==> src/rtl/link_bringup_pkg.sv <==
// -----------------------------------------------------------------------------
// link_bringup_pkg
// Shared types for the PCIe link bring-up sequencer.
//   state_t         : sequencer state encoding, also driven out on seq_state
//   perst_asserted  : tells whether PERST# is held low in a given state
// -----------------------------------------------------------------------------
package link_bringup_pkg;

    typedef enum logic [2:0] {
        ST_IDLE      = 3'd0,
        ST_PERST     = 3'd1,
        ST_LINK_WAIT = 3'd2,
        ST_CONFIG    = 3'd3,
        ST_READY     = 3'd4,
        ST_BACKOFF   = 3'd5,
        ST_FAIL      = 3'd6
    } state_t;

    // The endpoint is kept in reset while waiting for a card, while the
    // reset pulse is being timed, and during the retry back-off.
    function automatic logic perst_asserted(input state_t s);
        logic v;
        case (s)
            ST_IDLE, ST_PERST, ST_BACKOFF: v = 1'b1;
            default:                       v = 1'b0;
        endcase
        return v;
    endfunction

endpackage

==> src/rtl/cprsnt_debounce.sv <==
// -----------------------------------------------------------------------------
// cprsnt_debounce
// Brings the asynchronous, active-low card-present pin into the clock domain
// through a two-flop synchroniser and accepts a new level only after it has
// been seen on DEBOUNCE_CYCLES consecutive clocks.
// Ports:
//   i_clk        clock
//   i_rst_n      asynchronous active-low reset (state = card absent)
//   i_cprsnt_n   raw card-present pin, 0 = card present
//   o_present    debounced presence, 1 = card present (registered)
// -----------------------------------------------------------------------------
module cprsnt_debounce #(
    parameter int DEBOUNCE_CYCLES = 16
) (
    input  logic i_clk,
    input  logic i_rst_n,
    input  logic i_cprsnt_n,
    output logic o_present
);

    localparam int CW = (DEBOUNCE_CYCLES > 1) ? $clog2(DEBOUNCE_CYCLES) : 1;
    localparam logic [CW-1:0] DB_LAST = CW'(DEBOUNCE_CYCLES - 1);

    logic [1:0]    r_sync;
    logic          r_present;
    logic [CW-1:0] r_cnt;
    logic          w_sample_present;

    // Pin is active low; sync chain resets to 1 (absent).
    assign w_sample_present = ~r_sync[1];

    // Two-flop synchroniser for the asynchronous pin.
    always_ff @(posedge i_clk or negedge i_rst_n) begin
        if (!i_rst_n) begin
            r_sync <= 2'b11;
        end else begin
            r_sync <= {r_sync[0], i_cprsnt_n};
        end
    end

    // The run counter only advances while the sample disagrees with the
    // accepted level, so any sample that agrees restarts the run.
    always_ff @(posedge i_clk or negedge i_rst_n) begin
        if (!i_rst_n) begin
            r_present <= 1'b0;
            r_cnt     <= {CW{1'b0}};
        end else if (w_sample_present == r_present) begin
            r_present <= r_present;
            r_cnt     <= {CW{1'b0}};
        end else if (r_cnt == DB_LAST) begin
            r_present <= w_sample_present;
            r_cnt     <= {CW{1'b0}};
        end else begin
            r_present <= r_present;
            r_cnt     <= r_cnt + CW'(1);
        end
    end

    assign o_present = r_present;

endmodule

==> src/rtl/link_bringup_seq.sv <==
// -----------------------------------------------------------------------------
// link_bringup_seq
// PCIe endpoint bring-up sequencer: waits for a debounced card, pulses PERST#,
// waits for link-up, runs the configurator, and retries with a PERST#
// back-off on any failure until MAX_RETRIES retries are spent.
// Optional feature: define LINK_BRINGUP_HOTPLUG_EN to return to IDLE on a
// debounced card removal in any non-IDLE state.
// Ports:
//   user_clk         sole clock
//   sys_rst_n_c      asynchronous active-low reset, released synchronously
//   cprsnt           asynchronous card present pin, 0 = present
//   user_lnk_up      PCIe link up (user_clk domain)
//   finished_config  configurator success (level)
//   failed_config    configurator failure (level, wins over success)
//   restart          one-cycle request for a full re-bringup
//   perst_n          endpoint PERST#
//   start_config     configurator start level (high throughout CONFIG)
//   seq_ready        high only in READY
//   seq_failed       high only in FAIL
//   seq_state        current state encoding
//   retry_cnt        retries used so far
// -----------------------------------------------------------------------------
module link_bringup_seq #(
    parameter int DEBOUNCE_CYCLES     = 16,
    parameter int PERST_CYCLES        = 25000000,
    parameter int LINK_TIMEOUT_CYCLES = 250000000,
    parameter int MAX_RETRIES         = 3,
    parameter int CNT_W               = 32
) (
    input  logic                               user_clk,
    input  logic                               sys_rst_n_c,
    input  logic                               cprsnt,
    input  logic                               user_lnk_up,
    input  logic                               finished_config,
    input  logic                               failed_config,
    input  logic                               restart,
    output logic                               perst_n,
    output logic                               start_config,
    output logic                               seq_ready,
    output logic                               seq_failed,
    output logic [2:0]                         seq_state,
    output logic [$clog2(MAX_RETRIES+1)-1:0]   retry_cnt
);

    import link_bringup_pkg::*;

    localparam int RW = $clog2(MAX_RETRIES + 1);
    localparam logic [CNT_W-1:0] PERST_LAST = CNT_W'(PERST_CYCLES - 1);
    localparam logic [CNT_W-1:0] TMO_LAST   = CNT_W'(LINK_TIMEOUT_CYCLES - 1);
    localparam logic [CNT_W-1:0] CNT_MAX    = {CNT_W{1'b1}};
    localparam logic [RW-1:0]    RETRY_MAX  = RW'(MAX_RETRIES);

    logic [1:0]       r_rst_sync;
    logic             w_rst_n;
    logic             w_card_present;

    state_t           r_state;
    state_t           w_state_nxt;
    logic [CNT_W-1:0] r_cnt;
    logic [RW-1:0]    r_retry;
    logic             w_fault;
    logic             w_retry_inc;
    logic             w_retry_clr;
    logic             w_cnt_clr;

    logic             r_perst_n;
    logic             r_start_config;
    logic             r_seq_ready;
    logic             r_seq_failed;
    logic             w_perst_n_nxt;
    logic             w_start_nxt;
    logic             w_ready_nxt;
    logic             w_failed_nxt;

    // Reset synchroniser: assertion passes straight through the async clear,
    // release reaches the core only after two clock edges.
    always_ff @(posedge user_clk or negedge sys_rst_n_c) begin
        if (!sys_rst_n_c) begin
            r_rst_sync <= 2'b00;
        end else begin
            r_rst_sync <= {r_rst_sync[0], 1'b1};
        end
    end

    assign w_rst_n = r_rst_sync[1];

    cprsnt_debounce #(
        .DEBOUNCE_CYCLES (DEBOUNCE_CYCLES)
    ) u_cprsnt_debounce (
        .i_clk      (user_clk),
        .i_rst_n    (w_rst_n),
        .i_cprsnt_n (cprsnt),
        .o_present  (w_card_present)
    );

    // Next-state logic. restart outranks everything; a fault from LINK_WAIT,
    // CONFIG or READY goes to BACKOFF unless the retry budget is spent.
    always_comb begin
        w_state_nxt = r_state;
        w_fault     = 1'b0;
        w_retry_inc = 1'b0;
        w_retry_clr = 1'b0;
        if (restart) begin
            w_state_nxt = ST_IDLE;
            w_retry_clr = 1'b1;
`ifdef LINK_BRINGUP_HOTPLUG_EN
        end else if (!w_card_present && (r_state != ST_IDLE)) begin
            w_state_nxt = ST_IDLE;
            w_retry_clr = 1'b1;
`endif
        end else begin
            case (r_state)
                ST_IDLE: begin
                    if (w_card_present) begin
                        w_state_nxt = ST_PERST;
                    end else begin
                        w_state_nxt = ST_IDLE;
                    end
                end
                ST_PERST: begin
                    if (r_cnt == PERST_LAST) begin
                        w_state_nxt = ST_LINK_WAIT;
                    end else begin
                        w_state_nxt = ST_PERST;
                    end
                end
                ST_LINK_WAIT: begin
                    if (user_lnk_up) begin
                        w_state_nxt = ST_CONFIG;
                    end else if (r_cnt == TMO_LAST) begin
                        w_fault = 1'b1;
                    end else begin
                        w_state_nxt = ST_LINK_WAIT;
                    end
                end
                ST_CONFIG: begin
                    // Link was up on entry, so a low level here is a drop.
                    if (failed_config || !user_lnk_up || (r_cnt == TMO_LAST)) begin
                        w_fault = 1'b1;
                    end else if (finished_config) begin
                        w_state_nxt = ST_READY;
                    end else begin
                        w_state_nxt = ST_CONFIG;
                    end
                end
                ST_READY: begin
                    if (!user_lnk_up) begin
                        w_fault = 1'b1;
                    end else begin
                        w_state_nxt = ST_READY;
                    end
                end
                ST_BACKOFF: begin
                    if (r_cnt == PERST_LAST) begin
                        w_state_nxt = ST_PERST;
                    end else begin
                        w_state_nxt = ST_BACKOFF;
                    end
                end
                ST_FAIL: begin
                    w_state_nxt = ST_FAIL;
                end
                default: begin
                    w_state_nxt = ST_IDLE;
                end
            endcase
            if (w_fault) begin
                if (r_retry == RETRY_MAX) begin
                    w_state_nxt = ST_FAIL;
                end else begin
                    w_state_nxt = ST_BACKOFF;
                    w_retry_inc = 1'b1;
                end
            end else begin
                w_retry_inc = 1'b0;
            end
        end
    end

    // The shared counter restarts on every state change and on restart.
    assign w_cnt_clr = restart | (w_state_nxt != r_state);

    // Outputs are decoded from the next state so the registered values line
    // up with the state they belong to.
    always_comb begin
        w_perst_n_nxt = ~perst_asserted(w_state_nxt);
        w_start_nxt   = (w_state_nxt == ST_CONFIG);
        w_ready_nxt   = (w_state_nxt == ST_READY);
        w_failed_nxt  = (w_state_nxt == ST_FAIL);
    end

    // State, saturating counter, retry count and registered outputs.
    always_ff @(posedge user_clk or negedge w_rst_n) begin
        if (!w_rst_n) begin
            r_state        <= ST_IDLE;
            r_cnt          <= {CNT_W{1'b0}};
            r_retry        <= {RW{1'b0}};
            r_perst_n      <= 1'b0;
            r_start_config <= 1'b0;
            r_seq_ready    <= 1'b0;
            r_seq_failed   <= 1'b0;
        end else begin
            r_state <= w_state_nxt;
            if (w_cnt_clr) begin
                r_cnt <= {CNT_W{1'b0}};
            end else if (r_cnt != CNT_MAX) begin
                r_cnt <= r_cnt + CNT_W'(1);
            end else begin
                r_cnt <= r_cnt;
            end
            if (w_retry_clr) begin
                r_retry <= {RW{1'b0}};
            end else if (w_retry_inc) begin
                r_retry <= r_retry + RW'(1);
            end else begin
                r_retry <= r_retry;
            end
            r_perst_n      <= w_perst_n_nxt;
            r_start_config <= w_start_nxt;
            r_seq_ready    <= w_ready_nxt;
            r_seq_failed   <= w_failed_nxt;
        end
    end

    assign perst_n      = r_perst_n;
    assign start_config = r_start_config;
    assign seq_ready    = r_seq_ready;
    assign seq_failed   = r_seq_failed;
    assign seq_state    = r_state;
    assign retry_cnt    = r_retry;

endmodule
==> config.mk <==
export PLATFORM = sky130hd
export DESIGN_NAME = link_bringup_seq
export DESIGN_NICKNAME = d
export VERILOG_FILES = /design/src/rtl/link_bringup_pkg.sv /design/src/rtl/cprsnt_debounce.sv /design/src/rtl/link_bringup_seq.sv
export SDC_FILE = /design/constraint.sdc
export NUM_CORES = 1
export LEC_CHECK = 0
export CORE_UTILIZATION = 55
export DETAILED_ROUTE_END_ITERATION = 8
export HOLD_SLACK_MARGIN = 0.02
export PLACE_DENSITY = 0.75
export SYNTH_ARGS = -nofsm -noshare
export SYNTH_HDL_FRONTEND = slang
export SYNTH_SLANG_ARGS = --single-unit
==> constraint.sdc <==
create_clock -name user_clk -period 2.7 [get_ports user_clk]
set_input_delay 0.405 -clock user_clk [delete_from_list [all_inputs] [get_ports user_clk]]
set_output_delay 0.405 -clock user_clk [all_outputs]
set_load 0.03 [all_outputs]
==> reports/metrics.cfg <==
[clock_tree]
root_buffer = clkbuf_8
worst_skew_pair.late_latency_ps = 310
clk_path_buf_depth = 2
cts_hold_buffers = 0
clk_pin_slew_ps = 90
cts-htree-levels = 2
cts_buffers = 5
cts_tree = done
cts_sinks = 50

[synthesis]
async_reset_ff_frac = 1.00
synth_seq_cells = 50
syn_area_per_cell_um2 = 9.94
netlist_instances = 272
mappedNetlistArea_um2 = 2700
synth_top_area_frac = 0.444
synth-edff-count = 0
ys_types = 54
yosysSeqAreaShare = 0.464
yosysTopAreaCell = dfrtp_1
yosys-top-cells-area = dfrtp_1 (44%), xnor2_1 (7.1%), nor2_1 (5.8%)
synth_fp_nets = 282
ys.flop_type = dfrtp_1
yosysWarnings = 0

[sta]
tightest_slew_ps = 1010
worst_slew_margin_rel = 0.326
fmax_ghz = 0.382
worst_slack_ps = 84.8
setup_violations = 0
post-route-min-period_ps = 2620
hold_viol_final = 0
finalCritPeriodShare = 0.969
fin_skew_ps = 10.5
finalMaxSlewViolations = 0

[power]
total_power_w = 0.00128
irDropWorstVdd_mv = 0.542
power_density_nw_per_um2 = 408
leakage_nw = 1.28

[routing]
vias_per_cell = 5.49
via_count = 2053
post-route-drc-count = 0
wl_per_cell_um = 14.1
drtIter0Drc = 145
drt-total-wl_mm = 5.26
drt_pre_antenna_iters = 4
ant_nets = 0

[worst_setup_path]
r2r_cells = 8
crit_slowest_cell = or4b_1
crit_type = reg -> reg
reg2reg_setup_slack_ps = 80
worstSetupStartpointType = register
required_ps = 2900
critical_path_buf_inv_count = 1
crit_arrival_ps = 2820
r2r-end = r_cnt[26]
path_cells = or4b_1, nor4_4, nand3_2, a31o_1, or4b_4, nand4_4, buf_12, nor2_1
slowest_delay_ps = 580
cp.depth = 8
r2r-start = r_cnt[16]
endpoint_kind = register
cp_top_family = simple AND/OR/NAND/NOR gates
path_max_fanout = 15

[place]
placed_area_um2 = 3030
dp_slack_ps = -26.0
gp_congestion = 0.832
dp_hpwl_mm = 3.77
port_buffers = 15

[die]
initial_utilization = 0.572
fp.dieH_um = 72.1
die_w_um = 72.1
io_pins = 16
num_rows = 25
die_area_um2 = 5200
core-area_um2 = 4720

[global_routing]
grt_overflow = 0
grt_antenna_before_repair = 0
grt_pass1_vias = 1947
grt_first_pass_wirelength_mm = 8.93
grtUsageTotal = 0.219
grt_start_max_net_pins = 49

[final_layout]
final_core_util = 0.666
final_cell_area_um2 = 3140
nets = 316
syn_to_final_growth_pct = 16.3
antennaDiodeCount = 0
drive_gt1_frac = 0.163

[hold_path]
holdCritPathClass = in -> async

[outcome]
status = finished clean

[job]
drv_cap = 0

-- cell families (layout without fill, tap and decap cells) --
| logic type | Yosys count | in the layout | synth area share |
|---|---|---|---|
| AND/OR/NAND/NOR | 146 | 146 | 0.313 |
| flip-flops | 50 | 50 | 0.464 |
| XOR/XNOR | 34 | 34 | 0.110 |
| AO/OA/AOI/OAI | 21 | 21 | 0.0546 |
| buffers and inverters | 14 | 49 | 0.0324 |
| adder cells (fa/ha/maj) | 3 | 3 | 0.0139 |
| multiplexers | 3 | 3 | 0.0111 |
| other | 1 | 1 | 0.00139 |
-- Yosys cell counts (5+ instances only) --
library cell and count:
nor2_2 10, dfrtp_1 48, and3_1 6, xor2_1 12, nand2_1 15, o21ai_0 5, nand4_1 11, nand3_1 16
nor2_1 42, xnor2_1 22, inv_1 9, nor3_1 7
-- repair_timing --
action,CTS,global route
cloned,0,0
setup buffers,0,1
setup endpoints to repair,32,35
resized for setup,1,2
pin swaps,0,2
-- per-stage QoR --
stage / std cells / hold slack (ps) / TNS [ps]
after global placement: 365 / 334 / 0
after global routing: 374 / 249 / -63.0
after floorplan: 272 / 109 / 0
after detailed placement: 365 / 335 / -216
final: 374 / 249 / 0
after CTS: 373 / 246 / 0
-- worst register-to-register path, cell delays in order (launching register included) --
cell and delay [ps]:
dfrtp_1 380, or4b_1 580, nor4_4 240, nand3_2 130
a31o_1 270, or4b_4 540, nand4_4 140, buf_12 160
nor2_1 60
-- cell usage in the layout, fill, tap and decap left out, types with 2 or more instances in the layout --
cell             count
dfrtp_1             47
nor2_1              42
xnor2_1             22
nand3_1             16
nand2_1             15
clkdlybuf4s50_1     15
buf_4               15
xor2_1              12
nand4_1             11
nor2_2              10
inv_1                9
nor3_1               7
and3_1               6
o21ai_0              5
clkbuf_8             5
nor3b_1              4
and4_1               4
nor2b_1              3
nand3b_1             3
nand4b_1             3
a21oi_1              3
mux2i_1              3
and2_1               3
nor4_1               3
ha_1                 3
nor4_4               2
nor4b_1              2
a31oi_1              2
buf_12               2
dfstp_2              2
-- flip-flops by register name, summed over array words and instances (netlist names) --
name and flops:
perst_n 1, r_cnt 32, r_rst_sync 2, retry_cnt 2
seq_failed 1, seq_ready 1, seq_state 3, start_config 1
u_cprsnt_debounce.o_present 1, u_cprsnt_debounce.r_cnt 4, u_cprsnt_debounce.r_sync 2
-- area by class of cell --
class / instances / area [um2]
Fill cell: 393 / 1580
Inverter: 9 / 33.8
Clock buffer: 6 / 72.6
Clock inverter: 2 / 17.5
Sequential cell: 50 / 1250
Timing Repair Buffer: 32 / 303
Tap cell: 67 / 83.8
Multi-Input combinational cell: 208 / 1380
-- how the worst max path moves through the flow --
stage                          from   endpoint  slack (ps)
after floorplan           r_cnt[28]   r_cnt[0]         110
after global placement    r_cnt[16]  r_cnt[24]           2
after detailed placement  r_cnt[16]  r_cnt[26]         -30
after CTS                 r_cnt[16]  r_cnt[26]          20
after global routing      r_cnt[16]  r_cnt[13]          -8
final                     r_cnt[16]  r_cnt[26]          80
-- where the power goes --
group	switching [W]	leakage, nW	internal (W)	total (W)
Clock	0.000256	0.0458	0.000188	0.000444
Sequential	0.0000230	0.681	0.000760	0.000783
Combinational	0.0000273	0.548	0.0000277	0.0000551
-- routing by layer --
| layer | track usage | vias up | wire, um |
|---|---|---|---|
| met5 | 0 | - | 0 |
| met4 | 0.0632 | 0 | 62 |
| met3 | 0.0444 | 7 | 145 |
| met2 | 0.349 | 33 | 2570 |
| met1 | 0.304 | 992 | 2490 |
| li1 | - | 1021 | - |
Note: power is estimated with default switching activity, not from simulation.
